### config.mk
export PLATFORM = sky130hd
export DESIGN_NAME = seq_shift_add_multiplier_flat
export DESIGN_NICKNAME = d
export VERILOG_FILES = /design/src/rtl/seq_shift_add_multiplier_if.sv /design/src/rtl/seq_shift_add_multiplier.sv /design/src/flat_wrapper.sv
export SDC_FILE = /design/constraint.sdc
export NUM_CORES = 1
export LEC_CHECK = 0
export CORE_MARGIN = 5
export CORE_UTILIZATION = 58
export CTS_CLUSTER_DIAMETER = 60
export DETAILED_ROUTE_END_ITERATION = 12
export DONT_BUFFER_PORTS = 1
export PLACE_DENSITY = 0.79
export SYNTH_ARGS = -nofsm -noshare
export SYNTH_HDL_FRONTEND = slang
export SYNTH_SLANG_ARGS = --single-unit
### constraint.sdc
create_clock -name clk -period 2.12 [get_ports clk]
set_clock_uncertainty 0.2 [all_clocks]
set_input_delay 0.424 -clock clk [delete_from_list [all_inputs] [get_ports clk]]
set_output_delay 0.424 -clock clk [all_outputs]
set_load 0.1 [all_outputs]
### src/rtl/seq_shift_add_multiplier_if.sv
// Handshake and data bundle for the sequential shift-and-add multiplier.
// The requester drives start/A/B; the multiplier returns busy/done/P.
interface seq_shift_add_multiplier_if #(
    parameter int WIDTH = 4
);
    logic                 start;
    logic [WIDTH-1:0]     A;
    logic [WIDTH-1:0]     B;
    logic                 busy;
    logic                 done;
    logic [2*WIDTH-1:0]   P;

    modport master (output start, A, B, input busy, done, P);
    modport slave  (input start, A, B, output busy, done, P);
endinterface

### src/rtl/seq_shift_add_multiplier.sv
// Unsigned sequential shift-and-add multiplier: one partial product per cycle,
// full 2*WIDTH-bit product after exactly WIDTH RUN cycles, start/busy/done handshake.
module seq_shift_add_multiplier #(
    parameter int WIDTH = 4
) (
    input  logic                          clk,
    input  logic                          rst,
    seq_shift_add_multiplier_if.slave     bus
);
    localparam int CW = $clog2(WIDTH + 1);

    typedef enum logic [1:0] {S_IDLE, S_RUN, S_DONE} state_t;

    state_t               r_state;
    logic [WIDTH-1:0]     r_mcand;
    logic [WIDTH:0]       r_acc;
    logic [WIDTH-1:0]     r_mplr;
    logic [CW-1:0]        r_cnt;
    logic                 r_busy;
    logic                 r_done;
    logic [2*WIDTH-1:0]   r_p;

    logic [WIDTH:0]       w_addend;
    logic [WIDTH:0]       w_sum;

    // acc's top bit is always zero after a shift, so adding the full WIDTH+1
    // register keeps the carry out of the partial sum without truncation.
    assign w_addend = r_mplr[0] ? {1'b0, r_mcand} : '0;
    assign w_sum    = r_acc + w_addend;

    assign bus.busy = r_busy;
    assign bus.done = r_done;
    assign bus.P    = r_p;

    always_ff @(posedge clk) begin
        if (rst) begin
            r_state <= S_IDLE;
            r_mcand <= '0;
            r_acc   <= '0;
            r_mplr  <= '0;
            r_cnt   <= '0;
            r_busy  <= 1'b0;
            r_done  <= 1'b0;
            r_p     <= '0;
        end else begin
            case (r_state)
                S_IDLE, S_DONE: begin
                    r_done <= 1'b0;
                    if (bus.start) begin
                        r_mcand <= bus.A;
                        r_mplr  <= bus.B;
                        r_acc   <= '0;
                        r_cnt   <= CW'(WIDTH);
                        r_busy  <= 1'b1;
                        r_state <= S_RUN;
                    end else begin
                        r_state <= S_IDLE;
                    end
                end
                S_RUN: begin
                    r_acc  <= w_sum >> 1;
                    r_mplr <= {w_sum[0], r_mplr[WIDTH-1:1]};
                    r_cnt  <= r_cnt - CW'(1);
                    if (r_cnt == CW'(1)) begin
                        // Product taken from the shifted values being written this cycle.
                        r_p     <= {w_sum[WIDTH:1], w_sum[0], r_mplr[WIDTH-1:1]};
                        r_busy  <= 1'b0;
                        r_done  <= 1'b1;
                        r_state <= S_DONE;
                    end
                end
                default: begin
                    r_busy  <= 1'b0;
                    r_done  <= 1'b0;
                    r_state <= S_IDLE;
                end
            endcase
        end
    end
endmodule

### src/flat_wrapper.sv
// flat-port wrapper written by rule: the top's interface ports become plain ports
module seq_shift_add_multiplier_flat 
#(
    parameter int WIDTH = 4
)
  (clk, rst, bus_start, bus_A, bus_B, bus_busy, bus_done, bus_P);
  seq_shift_add_multiplier_if #(.WIDTH(WIDTH)) bus_i ();
  input  logic clk;
  input  logic rst;
  input wire logic [$bits(bus_i.start)-1:0] bus_start;
  input wire logic [$bits(bus_i.A)-1:0] bus_A;
  input wire logic [$bits(bus_i.B)-1:0] bus_B;
  output wire logic [$bits(bus_i.busy)-1:0] bus_busy;
  output wire logic [$bits(bus_i.done)-1:0] bus_done;
  output wire logic [$bits(bus_i.P)-1:0] bus_P;
  assign bus_i.start = bus_start;
  assign bus_i.A = bus_A;
  assign bus_i.B = bus_B;
  assign bus_busy = bus_i.busy;
  assign bus_done = bus_i.done;
  assign bus_P = bus_i.P;
  seq_shift_add_multiplier #(.WIDTH(WIDTH)) u_core (.clk(clk), .rst(rst), .bus(bus_i));
endmodule
==> results_dict.tcl, run 1 <==
set metrics [dict create \
    io_pins 21 \
    p_int_mw 0.664 \
    worst_ep_arrival_time_ps 1970 \
    crit_chain "and2_1 > ha_1 > and3_1 > or3_1 > a31oi_1 > nor2_1" \
    layout_min_cycle_time_ps 1980 \
    ys_ff_latch 27 \
    firstDrtPassIters 4 \
    final.setup.tns_ps 0 \
    status "complete, no violations" \
    worst_slew_pin_slew_ps 920 \
    synth_top_family_by_area "simple AND/OR/NAND/NOR gates" \
    async_flop_share_pct 0 \
    synth_top_area_cell "dfxtp_1" \
    swShare_pct 28.7 \
    route.detailed.drc 0 \
    final_antenna_net_count 0 \
    clkPwrFrac_pct 23.5 \
    cts_setup_buffers 0 \
    ys_top_cells_by_area "dfxtp_1, nor2_1, mux2i_1" \
    grt_pass1_wl_mm 4.37 \
    wl_per_cell_um 14.6 \
    fp.dieH_um 55.5 \
    crit_fanout 5 \
    cts_tree "done" \
    fin_util_pct 68.8 \
    setup_violations 0 \
    hold_viol_final 0 \
    path_buf_inv 0 \
    grt_pass1_vias 988 \
    maxCapViolCount 0 \
    critPathRequiredTime_ps 2110 \
    fin_nets 169 \
    cts_buffer_depth 2 \
    cts_root_buffer "clkbuf_4" \
    ys_seq_area_share_pct 45.1 \
    syn-num-nets 155 \
    drive_gt1_share_pct 14.0 \
    p_per_area_nw_per_um2 691 \
    grt_usage_pct 17.5 \
    slew_viol_final 0 \
    place_congestion 0.812 \
    fmax_mhz 506 \
    fin_crit_sh_pct 93.2 \
    die-area_um2 3080 \
    grt_max_degree 27 \
    numClockSinks 27 \
    areaGrowthSynthToFinish_pct 12.5 \
    dp_hpwl_mm 1.90 \
    die_x_um 55.5 \
    startpoint_type "register" \
    synth_cell_types 30 \
    portBuffers 0 \
    min_path_type "primary input to register" \
    n_antenna_cell 0 \
    rsz0062_at_grt "false" \
    slew_headroom_pct 38.5 \
    grt_remaining_overflow 0 \
    synthFlopType "dfxtp_1" \
    synth_compound_area_share_pct 13.2 \
    fill_cells 166 \
    synth_xor_area_share_pct 0.731 \
    htreeDepth 1 \
    cp_top_family "simple AND/OR/NAND/NOR gates" \
    cp-end-kind "register" \
    totalWireLength_mm 2.59 \
    vias 984 \
    path_clk_slew_ps 140 \
    cts_buffers 3 \
    slowest_delay_ps 370 \
    p_switching_mw 0.267 \
    viasPerCell 5.56 \
    netlist_area_um2 1200 \
    power_mw 0.932 \
    crit_slowest_cell "or3_1" \
    rows 16 \
    synth_edf_count 0 \
    synth_mux_area_share_pct 6.68 \
    postSynthCellCount 137 \
    critical_path_class "register to register" \
    cellLeakagePower_nw 0.584 \
    drt_iter0_markers 21 \
    synth-simple-area-share_pct 21.5 \
    core_um2 1960 \
    antenna_found_initial 0 \
    holdWs_ps 50.7 \
    synth_top_area_share_pct 45.1 \
    start_util_pct 61.1 \
    clk_latency_ps 320 \
    seq_power_share_pct 59.4 \
    synth_area_per_cell_um2 8.75 \
    peakVddDrop_mv 0.404 \
    comb_power_share_pct 17.1 \
    synthAdderAreaFrac_pct 7.93 \
    ys_warn_count 0 \
]
## worst reg2reg max path, stage by stage (launching register included)
cell,delay (ps)
dfxtp_2,360
and2_1,160
ha_1,330
and3_1,200
or3_1,370
a31oi_1,170
nor2_1,50
## cell usage after synthesis, types with 2 or more instances
library cell,n
dfxtp_1,27
nor2_1,22
nand2_1,15
a21oi_1,13
mux2i_1,8
a211oi_1,6
ha_1,6
inv_1,6
and2_1,3
clkbuf_1,3
a21o_1,2
buf_2,2
buf_4,2
nand2b_1,2
nor2b_1,2
nor3_1,2
o21ai_0,2
or3_1,2
## flip-flops by register name (all words and copies together), names as in the netlist
name / count
u_core.bus.P: 8
u_core.r_acc: 4
u_core.r_mcand: 4
u_core.r_mplr: 4
u_core.r_cnt: 3
u_core.r_state: 2
u_core.bus.busy: 1
u_core.bus.done: 1
## layout make-up
class	count	area, um2	area share [%]
flip-flops and latches	27	542	40.2
well taps	27	33.8	2.50
repair buffers	16	125	9.28
multi-input cells	97	599	44.4
clock buffers	4	26.3	1.95
inverters	6	22.5	1.67
## cell families after synthesis
kind of cell / count (synthesis)
XOR/XNOR: 1
AO/OA/AOI/OAI: 26
flip-flops: 27
adder cells (fa/ha/maj): 7
AND/OR/NAND/NOR: 55
multiplexers: 8
buffers and inverters: 13
## routing by layer
layer	vias up	global-route usage, %	part of all wire [%]
met3	4	3.50	5.1
met5	-	0	0
li1	485	-	-
met1	468	20.7	45
met2	27	30.6	49
met4	0	7.29	1.4
## final timing paths
check,startpoint,end,slack [ps],depth (start not counted)
worst max register to register,u_core.r_mplr[0],u_core.r_acc[2],140,6
worst min register to register,u_core.bus.P[3],u_core.bus.P[3],270,2
worst max-delay path,u_core.r_mplr[0],u_core.r_acc[2],140,6
worst min-delay path,bus_A[3],u_core.r_mcand[3],50,2
## what timing repair did
action                                  4_1_cts  5_1_grt
hold buffers                                  1        1
hold endpoints to repair                     26        1
resized for setup                             0        1
endpoints found under the setup margin        0        1
## placed cells by master, fill, tap and decap left out, drive strengths merged, types with 3 or more instances in the layout
cell type,Yosys,layout
mux2i,8,8
a211oi,6,6
buf,4,14
clkbuf,3,4
dfxtp,27,27
nor2b,3,3
ha,6,6
nand2,15,15
and2,3,3
inv,6,6
nor2,24,24
a21oi,13,13
## power groups by stage
stage          Clock [mW]  Sequential (mW)  Combinational, mW
2_1_floorplan           0            0.587             0.0969
3_3_place_gp            0            0.561              0.141
3_5_place_dp            0            0.564              0.148
4_1_cts             0.223            0.552              0.157
5_1_grt             0.244            0.556              0.175
6_report            0.219            0.553              0.159
## stage by stage
step | area, um2 | std cells | worst slack [ps]
detailed placement | 1300 | 171 | 201
global route | 1350 | 177 | 42.3
global placement | 1300 | 171 | 269
floorplan | 1200 | 137 | 288
CTS | 1340 | 176 | 124
finish | 1350 | 177 | 144
Note: power is estimated with default switching activity, not from simulation.
==> run 2, diff against run 1 <==
Clock period 2.12 ns to 1.9 ns, I/O delays scaled along.
==> results_dict.tcl, run 2 (synthesis results as in run 1) <==
set metrics [dict create \
    critPathRequiredTime_ps 1940 \
    violations "hold timing, setup timing" \
    vias 1060 \
    die_x_um 55.5 \
    hold_viol_final 20 \
    clk_latency_ps 320 \
    multi_input_area_um2 667 \
    seq_area_um2 546 \
    holdWs_ps -100 \
    startpoint_type "register" \
    numClockSinks 27 \
    fp.dieH_um 55.5 \
    core_um2 1960 \
    die-area_um2 3080 \
    drive_gt1_share_pct 25.0 \
    maxCapViolCount 0 \
    fin_crit_sh_pct 101 \
    layout_min_cycle_time_ps 1920 \
    htreeDepth 1 \
    dp.cells 171 \
    drt_iter0_markers 24 \
    fill_cells 143 \
    rows 16 \
    cts_buffer_depth 2 \
    fmax_mhz 521 \
    cellLeakagePower_nw 0.625 \
    rsz0062_at_grt "true" \
    grt_pass1_vias 989 \
    grt_usage_pct 17.3 \
    dp_hpwl_mm 1.92 \
    p_per_area_nw_per_um2 718 \
    n_antenna_cell 0 \
    wl_per_cell_um 15.9 \
    slew_viol_final 0 \
    io_pins 21 \
    final_common_cell "dfxtp_1" \
    grt_remaining_overflow 0 \
    path_clk_slew_ps 150 \
    portBuffers 0 \
    worst_ep_arrival_time_ps 1960 \
    firstDrtPassIters 4 \
    totalWireLength_mm 2.90 \
    min_path_type "primary input to register" \
    antenna_found_initial 0 \
    peakVddDrop_mv 0.543 \
    cp-end-kind "register" \
    largest_register_ffs 8 \
    status "finished with violations" \
    critical_path_class "register to register" \
    postLayoutSetupSlackWorst_ps -19.1 \
    setup_violations 1 \
    route.detailed.drc 0 \
    slew_headroom_pct 80.5 \
    worst_slew_pin_slew_ps 292 \
    cts_buffers 3 \
    fin_nets 175 \
    layout_common_cells "dfxtp_1, nor2_1, buf_4" \
    grt_pass1_wl_mm 4.35 \
    final_cells 183 \
    final_antenna_net_count 0 \
    grt_max_degree 29 \
    place_congestion 0.855 \
    crit_fanout 4 \
    areaGrowthSynthToFinish_pct 23.4 \
    start_util_pct 61.1 \
    cts_root_buffer "clkbuf_4" \
    cts_tree "done" \
    viasPerCell 5.79 \
    power_mw 1.06 \
]
[run 2: worst paths after layout]
| path | start | to | slack, ps | cells past startpoint |
|---|---|---|---|---|
| worst min-delay path | rst | u_core.r_mcand[1] | -100 | 1 |
| worst max-delay path | u_core.r_mplr[0] | u_core.r_acc[3] | -20 | 8 |
| worst max register to register | u_core.r_mplr[0] | u_core.r_acc[3] | -20 | 8 |
| worst min register to register | u_core.bus.P[5] | u_core.bus.P[5] | 260 | 2 |
[run 2: layout make-up]
class	count	share of cell area [%]
multi-input combinational	97	45.1
sequential	27	36.9
inverter	6	1.52
tap	27	2.28
clock inverter	1	0.338
clock buffer	3	1.52
timing repair buffer	22	12.4
[run 2: metal layers]
layer | wire length [um] | global-route usage, %
met5 | 0 | 0
met4 | 68 | 7.29
met3 | 148 | 3.96
met2 | 1520 | 31.9
met1 | 1170 | 18.6
[run 2: repair_timing]
item	in CTS	in global routing
endpoints found under the setup margin	3	10
hold buffers	5	2
setup buffers	1	0
gates resized for setup	3	17
pin swaps	0	6
endpoints found under the hold margin	27	22
[run 2: power by group]
part           internal (mW)  switching [mW]
logic                 0.0802           0.114
registers              0.598          0.0233
clock network         0.0789           0.169
[run 2: metrics by stage]
stage | TNS (ps) | instance area, um2 | utilization [%] | setup slack [ps]
after floorplan | 0 | 1200 | - | 68.3
after global placement | 0 | 1300 | 66.3 | 31.4
after detailed placement | -245 | 1300 | 66.3 | -101
after CTS | -4.06 | 1400 | 71.5 | -4.06
after global routing | -124 | 1480 | 75.4 | -70.4
final | -19.1 | 1480 | 75.4 | -19.1
[run 2: worst max-delay path, cell delays in order (launching register included)]
cell     delay [ps]
dfxtp_2         390
and2_4          170
ha_4            140
inv_2            40
fa_2            380
inv_2            70
a21o_1          140
a21oi_2          60
o32ai_1         250
==> run 3, diff against run 2 <==
==> constraint.sdc (replaced) <==
create_clock -name clk -period 1.9 [get_ports clk]
set_clock_uncertainty 0.2 [all_clocks]
set_input_delay 0.095 -clock clk [delete_from_list [all_inputs] [get_ports clk]]
set_output_delay 0.095 -clock clk [all_outputs]
set_load 0.1 [all_outputs]
==> results_dict.tcl, run 3 (synthesis results as in run 1) <==
set metrics [dict create \
    status "complete, no violations" \
    die-area_um2 3080 \
    multi_input_area_um2 648 \
    grt_max_degree 29 \
    hold_end "u_core.r_acc[3]" \
    slew_viol_final 0 \
    cts_buffer_depth 2 \
    slew_headroom_pct 34.3 \
    path_clk_slew_ps 140 \
    cts_tree "done" \
    cellLeakagePower_nw 0.612 \
    crit_fanout 5 \
    slowest_delay_ps 380 \
    antenna_found_initial 0 \
    cp_top_family "simple AND/OR/NAND/NOR gates" \
    place_area_um2 1300 \
    numClockSinks 27 \
    final_common_cell "dfxtp_1" \
    n_antenna_cell 0 \
    route.detailed.drc 0 \
    cp-end-kind "register" \
    hold_viol_final 0 \
    grt_pass1_vias 979 \
    viasPerCell 5.38 \
    setup_violations 0 \
    portBuffers 0 \
    dp_hpwl_mm 1.87 \
    final_antenna_net_count 0 \
    r2r_slack_ps 30 \
    fp.dieH_um 55.5 \
    totalWireLength_mm 2.71 \
    rr_startpoint "u_core.r_mplr[0]" \
    hold_depth 3 \
    cts_buffers 3 \
    fin_util_pct 75.3 \
    startpoint_type "register" \
    r2r_end "u_core.r_acc[2]" \
    reg2reg_depth 7 \
    rsz0062_at_grt "true" \
    p_per_area_nw_per_um2 712 \
    seq_area_um2 544 \
    worst_slew_pin_slew_ps 982 \
    vias 995 \
    path_buf_inv 1 \
    die_x_um 55.5 \
    largest_register_ffs 8 \
    grt_pass1_wl_mm 4.46 \
    peakVddDrop_mv 0.490 \
    grt_remaining_overflow 0 \
    holdWs_ps 46.9 \
    drt_iter0_markers 24 \
    layout_common_cells "dfxtp_1, nor2_1, buf_4" \
    htreeDepth 1 \
    worstHoldStart "bus_start" \
    crit_chain "nand2_2 > inv_1 > ha_1 > and3_4 > or3_4 > a31oi_1 > nor2_1" \
    final.setup.tns_ps 0 \
    worst_ep_arrival_time_ps 1850 \
    rows 16 \
    critical_path_class "register to register" \
    met2_length_mm 1.43 \
    fmax_mhz 536 \
    cts_root_buffer "clkbuf_4" \
    maxCapViolCount 0 \
    drive_gt1_share_pct 20.9 \
    io_pins 21 \
    fin_nets 177 \
    critPathRequiredTime_ps 1890 \
    crit_slowest_cell "dfxtp_4" \
    route.met3.wl_um 132 \
    core_um2 1960 \
    firstDrtPassIters 4 \
    top_layer "met4" \
    min_path_type "primary input to register" \
    layout_min_cycle_time_ps 1870 \
    place_congestion 0.771 \
    finalInstanceArea_um2 1480 \
    fin_crit_sh_pct 98.3 \
    areaGrowthSynthToFinish_pct 23.3 \
    power_mw 1.05 \
    start_util_pct 61.1 \
    fill_cells 154 \
    clk_latency_ps 320 \
    met1_length_mm 1.12 \
    grt_usage_pct 18.3 \
    wl_per_cell_um 14.7 \
]
-- run 3: layer usage --
| layer | track usage (%) | vias to the layer above |
|---|---|---|
| met3 | 3.73 | 4 |
| met4 | 7.29 | 0 |
| met5 | 0 | - |
| met2 | 33.3 | 30 |
| li1 | - | 502 |
| met1 | 20.5 | 459 |
-- run 3: area by class of cell --
class | count | area share [%]
inverter | 6 | 1.52
sequential | 27 | 36.8
timing repair buffer | 24 | 13.7
clock buffer | 4 | 1.78
multi-input combinational | 97 | 43.9
tap | 27 | 2.29
-- run 3: worst min-delay path, stage by stage --
cell     delay [ps]
nor2b_2         160
buf_4           180
o32ai_1         100
-- run 3: report_power, final --
part / internal (mW) / total (mW) / switching, mW / leakage [nW]
Combinational: 0.0751 / 0.193 / 0.118 / 0.376
Clock: 0.0822 / 0.241 / 0.159 / 0.0150
Sequential: 0.596 / 0.619 / 0.0226 / 0.221
-- run 3: what timing repair did --
action                                 4_1_cts  5_1_grt
hold buffers                                 9        0
setup endpoints to repair                    4        7
resized for setup                            3       11
gates cloned                                 0        0
pin swaps                                    0        6
buffers inserted                             0        1
endpoints found under the hold margin       27        0
-- run 3: worst max path at each step --
stage                          start              end  slack [ps]  cells after the start
floorplan           u_core.r_mplr[0]  u_core.r_acc[2]          70                      6
global placement    u_core.r_mplr[0]  u_core.r_acc[2]          50                      6
detailed placement  u_core.r_mplr[0]  u_core.bus.P[7]         -30                      8
CTS                 u_core.r_mplr[0]  u_core.r_acc[2]           3                      7
global route        u_core.r_mplr[0]  u_core.r_acc[2]         -30                      7
finish              u_core.r_mplr[0]  u_core.r_acc[2]          30                      7
-- run 3: metrics by stage --
| step | worst slack [ps] | std cells |
|---|---|---|
| after floorplan | 68.3 | 137 |
| after global placement | 52.8 | 171 |
| after detailed placement | -33.4 | 171 |
| after CTS | 2.73 | 184 |
| after global routing | -27.1 | 185 |
| final | 33.0 | 185 |
